==> src/rtl/iob_reg_arbiter.sv <==
// Round-robin arbiter feeding a single registered output slot.
// The winner is the first valid requester at or above the rotating pointer.
module iob_reg_arbiter #(
  parameter int N_REQ  = 4,
  parameter int ADDR_W = 16,
  parameter int DATA_W = 32
) (
  input  logic                    clk_i,
  input  logic                    arst_i,
  input  logic                    cke_i,
  input  logic [N_REQ-1:0]        req_valid_i,
  input  logic [N_REQ*ADDR_W-1:0] req_addr_i,
  input  logic [N_REQ*DATA_W-1:0] req_data_i,
  output logic [N_REQ-1:0]        req_ready_o,
  output logic                    m_valid_o,
  output logic [ADDR_W-1:0]       m_addr_o,
  output logic [DATA_W-1:0]       m_data_o,
  output logic [((N_REQ > 1) ? $clog2(N_REQ) : 1)-1:0] m_id_o,
  input  logic                    m_ready_i
);
  localparam int ID_W = (N_REQ > 1) ? $clog2(N_REQ) : 1;

  localparam logic [0:0] ST_EMPTY = 1'b0;
  localparam logic [0:0] ST_FULL  = 1'b1;

  logic [0:0]        state_q, state_d;
  logic [ID_W-1:0]   ptr_q, ptr_d;
  logic [ADDR_W-1:0] addr_q, addr_d;
  logic [DATA_W-1:0] data_q, data_d;
  logic [ID_W-1:0]   id_q, id_d;

  logic            can_load, load, win_found;
  logic [ID_W-1:0] win_idx;
  logic [ID_W:0]   cand;

  // Rotating search: candidate = (ptr + i) mod N_REQ, first valid wins.
  always_comb begin
    win_found = 1'b0;
    win_idx   = '0;
    cand      = '0;
    for (int i = 0; i < N_REQ; i++) begin
      cand = {1'b0, ptr_q} + (ID_W+1)'(i);
      if (cand >= (ID_W+1)'(N_REQ)) cand = cand - (ID_W+1)'(N_REQ);
      if (!win_found && req_valid_i[cand[ID_W-1:0]]) begin
        win_found = 1'b1;
        win_idx   = cand[ID_W-1:0];
      end
    end
  end

  // Reset gates the strobe so no handshake can complete while held.
  assign can_load = cke_i & ((state_q == ST_EMPTY) | m_ready_i);
  assign load     = arst_i & can_load & win_found;

  always_comb begin
    req_ready_o = '0;
    if (load) req_ready_o[win_idx] = 1'b1;
  end

  always_comb begin
    state_d = state_q;
    ptr_d   = ptr_q;
    addr_d  = addr_q;
    data_d  = data_q;
    id_d    = id_q;
    if (load) begin
      state_d = ST_FULL;
      addr_d  = req_addr_i[int'(win_idx)*ADDR_W +: ADDR_W];
      data_d  = req_data_i[int'(win_idx)*DATA_W +: DATA_W];
      id_d    = win_idx;
      ptr_d   = (win_idx == ID_W'(N_REQ-1)) ? '0 : win_idx + ID_W'(1);
    end else if (cke_i && state_q == ST_FULL && m_ready_i) begin
      // Drain keeps the last payload visible; only valid drops.
      state_d = ST_EMPTY;
    end
  end

  always_ff @(posedge clk_i or negedge arst_i) begin
    if (!arst_i) begin
      state_q <= ST_EMPTY;
      ptr_q   <= '0;
      addr_q  <= '0;
      data_q  <= '0;
      id_q    <= '0;
    end else begin
      state_q <= state_d;
      ptr_q   <= ptr_d;
      addr_q  <= addr_d;
      data_q  <= data_d;
      id_q    <= id_d;
    end
  end

  assign m_valid_o = (state_q == ST_FULL);
  assign m_addr_o  = addr_q;
  assign m_data_o  = data_q;
  assign m_id_o    = id_q;

endmodule

==> config.mk <==
export PLATFORM = sky130hd
export DESIGN_NAME = iob_reg_arbiter
export DESIGN_NICKNAME = d
export VERILOG_FILES = /design/src/rtl/iob_reg_arbiter.sv
export SDC_FILE = /design/constraint.sdc
export NUM_CORES = 1
export LEC_CHECK = 0
export BUFFER_PORTS_ARGS = -buffer_cell sky130_fd_sc_hd__buf_2
export CAP_MARGIN = 30
export CORE_AREA = 2 2 98 100
export CTS_CLUSTER_SIZE = 8
export DETAILED_ROUTE_END_ITERATION = 10
export DIE_AREA = 0 0 100 102
export HOLD_SLACK_MARGIN = 0.05
export MAX_ROUTING_LAYER = met4
export PLACE_DENSITY = 0.76
export SYNTH_ARGS = -nofsm -noshare
export SYNTH_HDL_FRONTEND = slang
export SYNTH_SLANG_ARGS = --single-unit
==> constraint.sdc <==
create_clock -name clk_i -period 5.6 [get_ports clk_i]
set_clock_uncertainty 0.1 [all_clocks]
set_input_delay 0.28 -clock clk_i [delete_from_list [all_inputs] [get_ports clk_i]]
set_output_delay 0.28 -clock clk_i [all_outputs]
set_load 0.02 [all_outputs]
# After elaboration in Yosys (flattened, before gate mapping)
# Cells that the tools add are included.
# word_totals
regBits	53
output_inout_bits	55
wordCells	67
# classes
add_sub_neg	8
magnitude_cmp	10
eq_ne	1
n_shift	2
n_mux	26
bitwise	5
n_reduce_logical	10
# ops
operator	count
indexed part select 128 x 8 -> 32 bit	1
indexed part select 64 x 7 -> 16 bit	1
2-to-1 mux 2 bit	9
less-than comparator 2 x 3 -> 1 bit (second input constant)	5
2-to-1 mux 1 bit	11
>= comparator 3 bit (second input constant)	3
binary-select mux 1 bit (select 2 bit)	4
subtractor 2 x 1 -> 2 bit (second input constant)	4
adder 2 x 2 -> 3 bit (second input constant)	2
logical AND 1 bit	6
2-to-1 mux 4 bit	1
adder 2 x 1 -> 3 bit (second input constant)	1
bitwise AND 1 bit	3
>= comparator 2 x 3 -> 1 bit (second input constant)	1
zero test 1 bit	3
adder 2 x 1 -> 2 bit (second input constant)	1
demux 1 bit (select 2 bit)	1
== test 2 bit (second input constant)	1
>= comparator 2 x 1 -> 1 bit (second input constant)	1
nonzero test 2 bit	1
inverter 1 bit	1
bitwise OR 1 bit	1

# Depth between registers and ports, before layout
# Gate-level depths: netlist (run 1).
# depth
depth_word	19
depth_mapped	8
mapped_depth_nobuf	7

# Worst setup path after synthesis (run 1)
# Ideal clock, no wire load.
# synth_timing
path_type	register to output
from	register ptr_q[1]
to	output req_ready_o[3]
arrival_time_ns	1.611
setup_slack_ns	3.609
stages_incl_launch_ff	9
path_cell_list	dfrtp_1 -> a21oi_1 -> o21ai_0 -> a2bb2oi_1 -> buf_2 -> buf_2 -> ha_1 -> inv_1 -> nor2_1
# synth_between
elab_chain_len	19
# synth_lines
item	line_no	source
start, declared	27	logic [ID_W-1:0] ptr_q, ptr_d;
start signal, assigned	87	ptr_q <= ptr_d;
branches (longest 18 deep; another with adder 2 x 1 -> 3 bit)	--	
2-to-1 mux 4 bit *	57	if (load) req_ready_o[win_idx] = 1'b1;
end, declared	14	output logic [N_REQ-1:0] req_ready_o,
# Mark *: on every way between the ends. The select of a mux whose other input is x is not followed.

# Worst setup path after layout (run 1)
# layout_timing
from	input arst_i
to	output req_ready_o[1]
# layout_between
elab_chain_len	3
# layout_lines
item	line_no	source
start, declared	9	input logic arst_i,
bitwise AND 1 bit (2 in a row)	53	assign load = arst_i & can_load & win_found;
2-to-1 mux 4 bit	57	
# No other way between the ends.

==> qor.yml, run 1 <==
internal-power_mw: 1.13
yosys_warnings: 0
synth_nets: 510
yosys.area.top_type_share_pct: 40.9
p_switching_mw: 0.884
wl_met2_um: 5120
arrival_ns: 2.95
grt_pass1_vias: 3336
end_kind: "output port"
fillerInstances: 858
status: "complete, no violations"
cp.required_ns: 5.22
synthesis.area_um2: 3240
fmax_mhz: 300
syn_inst: 309
grt_use_total_pct: 18.2
setup_violations: 0
synth_edf_count: 0
ir_drop_v: 0.000196
rrSetupSlack_ns: 3.22
diodes: 0
synth-async-reset-ratio_pct: 100
met3_length_um: 656
viasPerCell: 5.08
yosys.area.top_type: "dfrtp_1"
seqPwrFrac_pct: 33.7
drc: 0
gp_congestion: 0.766
post_cts_resized: 0
drv_slew: 0
drt-total-wl_um: 9530
hp-class: "in2reg"
grt_overflow_total: 0
die_area_um2: 10200
pin_count: 255
drv_cap: 0
synth_area_per_cell_um2: 10.5
root_buffer: "clkbuf_8"
slew_headroom_pct: 38.2
crit_type: "in2out"
nets: 749
io_buffers: 254
rsz0062_at_grt: "false"
dp_slack_ns: 2.74
fin_crit_ns: 3.33
clkPwrFrac_pct: 10.4
synth_area_leaders: "dfrtp_1, mux2i_1, o221ai_1"
yosysSeqAreaShare_pct: 40.9
htreeDepth: 2
initial_core_util_pct: 35.6
swShare_pct: 44.0
synth.top_cells.by_count: "mux2i_1, nand2_1, dfrtp_1"
dr_total_vias: 3352
dieHeight_um: 102
grt_max_degree: 57
timing.final.crit_share_pct: 59.5
ys.flop_type: "dfrtp_1"
detail-route-antenna-nets: 0
die_w_um: 100
combPwrFrac_pct: 55.9
dp_hpwl_um: 7480
grt_pass1_wl_um: 14500
num_rows: 35
synth_cell_type_count: 25
cts_tree: "yes"
worst_slack_ns: 2.27
topRoutingLayerUsed: "met4"
clk_latency_ns: 0.30
p_total_mw: 2.01
path_clk_slew_ns: 0.09
firstDrtPassIters: 4
fin_area_um2: 4690
critPathLaunchType: "input port"
cts_sinks: 53
setup_tns_ns: 0
drt_iter0_markers: 59
drive_above_1_share_pct: 49.5
ys_ff_latch: 53
area_delta_synth_final_pct: 44.7
numCtsBuffers: 5
p_leak_nw: 2.60
wl_per_cell_um: 14.4
cts_buffer_depth: 2
hold-worst-slack_ns: 0.176
placed_area_um2: 4600
wl_met1_um: 3590
antenna_found_initial: 0
cp_max_fo: 54
fp.coreArea_um2: 9110
finalHoldViolations: 0
p_per_area_nw_per_um2: 429
yosys.cell_count.top_type: "mux2i_1"
tightest_slew_ns: 0.927
layout make-up:
class                           count  area, um^2  share of cell area [%]
Multi-Input combinational cell    223        1780                    38.0
Timing Repair Buffer              260        1340                    28.5
Sequential cell                    53        1330                    28.3
Tap cell                          111         139                    2.96
Clock buffer                        7        76.3                    1.63
Inverter                            5        18.8                   0.400
Clock inverter                      1        7.51                   0.160
layout by cell type, fill, tap and decap left out, types with 2 or more instances in the layout:
| cell | count |
|---|---|
| nand2_1 | 55 |
| mux2i_1 | 96 |
| o21ai_0 | 2 |
| buf_2 | 254 |
| a21oi_1 | 2 |
| clkbuf_8 | 5 |
| dfrtp_1 | 53 |
| nor2b_1 | 2 |
| o221ai_1 | 48 |
| clkbuf_1 | 2 |
| buf_4 | 4 |
| inv_1 | 4 |
| nor2_1 | 8 |
critical path, stage by stage:
cell and delay (ns):
dlygate4sd3_1 0.53, buf_2 0.10, buf_4 0.54, o2111ai_4 0.21, or3_2 0.89, nor2_1 0.20, buf_2 0.19
logic make-up (layout without fill, tap and decap cells):
family | after synthesis | after routing | synth area share, %
simple gates | 68 | 68 | 8.34
flops | 53 | 53 | 40.9
buf+inv | 33 | 273 | 5.52
compound gates | 57 | 57 | 14.8
mux | 97 | 97 | 30.0
fa+ha+maj | 1 | 1 | 0.386
final timing paths:
| check | from | end | cells after the start |
|---|---|---|---|
| hold reg to reg | m_id_o[1]$_DFFE_PN0P_ | m_id_o[1]$_DFFE_PN0P_ | 2 |
| setup / recovery | arst_i | req_ready_o[1] | 7 |
| setup reg to reg | ptr_q[1]$_DFFE_PN0P_ | m_addr_o[1]$_DFFE_PN0P_ | 6 |
| hold / removal | m_ready_i | m_valid_o$_DFFE_PN0P_ | 4 |
| min in group asynchronous | arst_i | m_data_o[28]$_DFFE_PN0P_ | 3 |
| max in group asynchronous | arst_i | m_data_o[25]$_DFFE_PN0P_ | 3 |
metal layers:
layer  vias to the layer above  track usage (%)
li1                       1641                -
met2                       156             35.0
met1                      1538             18.4
met5                         -                -
met3                        17             3.69
met4                         0             5.80
power by group through the flow:
stage / clock, mW / sequential [mW] / combinational (mW)
6_report: 0.209 / 0.678 / 1.12
5_1_grt: 0.236 / 0.703 / 1.22
4_1_cts: 0.221 / 0.679 / 1.14
3_5_place_dp: 0 / 0.680 / 1.14
3_3_place_gp: 0 / 0.685 / 1.10
2_1_floorplan: 0 / 0.909 / 0.520
stage by stage:
stage	instances	utilization (%)
floorplan	309	-
global placement	650	50.2
detailed placement	651	50.5
CTS	660	51.5
global route	660	51.5
finish	660	51.5
timing repair:
item | CTS | global route
setup buffers | 0 | 0
endpoints found under the hold margin | 53 | 0
setup endpoints to repair | 0 | 0
hold buffers | 1 | 0
registers in the layout, indices dropped and copies added (netlist names):
signal,cells
m_id_o,2
m_data_o,32
m_valid_o,1
ptr_q,2
m_addr_o,16
Note: power is estimated with default switching activity, not from simulation.
==> run 2: changes to the inputs <==
CORE_AREA = 2 2 99 101   (was 2 2 98 100)
DIE_AREA = 0 0 101 103   (was 0 0 100 102)
PLACE_DENSITY = 0.75   (was 0.76)
clock period = 3.1 ns   (was 5.6 ns; I/O delays follow)
==> qor.yml, run 2 (synthesis gave the netlist of run 1 again) <==
min_path_cells: 4
path_clk_slew_ns: 0.09
io_buffers: 254
diodes: 0
dp_slack_ns: 0.735
fmax_mhz: 380
numCtsBuffers: 5
crit_type: "in2out"
finalHoldViolations: 0
cp_max_fo: 56
post_cts_resized: 0
grt_max_degree: 57
worst_slack_ns: 0.468
min_from: "cke_i"
rr_startpoint: "ptr_q[1]$_DFFE_PN0P_"
setup_violations: 0
hold_buffers: 1
grt_pass1_wl_um: 14700
firstDrtPassIters: 4
drt-total-wl_um: 9980
postCtsSetupBuffers: 0
p_switching_mw: 1.62
cts_tree: "yes"
timing.final.crit_share_pct: 84.9
clk_latency_ns: 0.29
area_delta_synth_final_pct: 45.9
fp.coreArea_um2: 9460
viasPerCell: 5.15
slew_headroom_pct: 54.2
cts_sinks: 53
p_per_area_nw_per_um2: 780
hold-worst-slack_ns: 0.0659
rsz0062_at_grt: "false"
tightest_slew_ns: 0.685
hp-class: "in2reg"
htreeDepth: 2
critPathLaunchType: "input port"
dp_hpwl_um: 7890
grt_overflow_total: 0
layout.cells.most_common_list: "buf_2, mux2i_1, nand2_1"
drt_iter0_markers: 74
antenna_found_initial: 0
nets: 750
drv_cap: 0
ir_drop_v: 0.000397
grt_pass1_vias: 3249
detail-route-antenna-nets: 0
cts_buffer_depth: 2
fillerInstances: 873
die_area_um2: 10400
combPwrFrac_pct: 55.8
gp_congestion: 0.791
cp.required_ns: 2.84
arrival_ns: 2.38
root_buffer: "clkbuf_8"
dieHeight_um: 103
min_to: "m_valid_o$_DFFE_PN0P_"
rrSetupSlack_ns: 0.73
rr_worst_depth: 5
clkPwrFrac_pct: 10.6
final_common_cell: "buf_2"
die_w_um: 101
drv_slew: 0
seqPwrFrac_pct: 33.6
wl_per_cell_um: 15.1
setup_tns_ns: 0
grt_use_total_pct: 18.3
dr_total_vias: 3414
initial_core_util_pct: 34.3
largest_reg_flops: 32
swShare_pct: 43.9
p_leak_nw: 2.62
end_kind: "output port"
status: "complete, no violations"
r2r_end: "m_addr_o[4]$_DFFE_PN0P_"
drc: 0
pin_count: 255
internal-power_mw: 2.07
num_rows: 36
fin_crit_ns: 2.63
drive_above_1_share_pct: 49.7
run 2: changes by cell type in the layout (fill, tap and decap cells not counted):
cell,change
buf_12,+2
clkinvlp_4,-1
clkbuf_8,+1
buf_4,-1
clkbuf_1,-1
run 2: layout make-up:
cell class,count,area [um^2],area share [%]
Multi-Input combinational cell,223,1780,37.7
Tap cell,114,143,3.02
Sequential cell,53,1330,28.0
Inverter,5,18.8,0.397
Clock buffer,7,86.3,1.83
Timing Repair Buffer,261,1370,29.0
run 2: routing by layer:
layer | wire length (um) | vias up | track usage, % | share of wire [%]
met5 | 0 | - | - | 0
met4 | 231 | 0 | 6.65 | 2.3
met3 | 648 | 18 | 2.85 | 6.5
met2 | 5360 | 158 | 34.6 | 54
met1 | 3740 | 1599 | 19.4 | 37
li1 | - | 1639 | - | -
run 2: worst max-delay path by stage:
| stage | from | endpoint | cells past startpoint |
|---|---|---|---|
| 2_1_floorplan | ptr_q[1]$_DFFE_PN0P_ | req_ready_o[3] | 8 |
| 3_3_place_gp | ptr_q[1]$_DFFE_PN0P_ | ptr_q[0]$_DFFE_PN0P_ | 5 |
| 5_1_grt | m_valid_o$_DFFE_PN0P_ | req_ready_o[0] | 7 |
| 3_5_place_dp | ptr_q[1]$_DFFE_PN0P_ | m_addr_o[0]$_DFFE_PN0P_ | 5 |
| 4_1_cts | arst_i | req_ready_o[0] | 8 |
| 6_report | arst_i | req_ready_o[0] | 8 |
run 2: power by group through the flow:
| stage | clock, mW | combinational [mW] | sequential (mW) |
|---|---|---|---|
| floorplan | 0 | 0.940 | 1.64 |
| global placement | 0 | 2.01 | 1.25 |
| detailed placement | 0 | 2.08 | 1.25 |
| CTS | 0.412 | 2.08 | 1.24 |
| global route | 0.441 | 2.22 | 1.28 |
| finish | 0.390 | 2.06 | 1.24 |
run 2: stage by stage:
stage | area, um^2 | util (%) | cells | power [mW]
detailed placement | 4630 | 49.0 | 655 | 3.33
floorplan | 3240 | - | 309 | 2.58
global route | 4730 | 50.0 | 663 | 3.94
global placement | 4600 | 48.7 | 654 | 3.26
finish | 4730 | 50.0 | 663 | 3.69
CTS | 4730 | 50.0 | 663 | 3.73
run 2: worst max-delay path: stages:
cell           delay [ns]
dlygate4sd3_1        0.54
buf_2                0.17
o2111ai_4            0.10
buf_4                0.50
o21bai_4             0.44
buf_16               0.24
nor2_1               0.05
buf_2                0.16
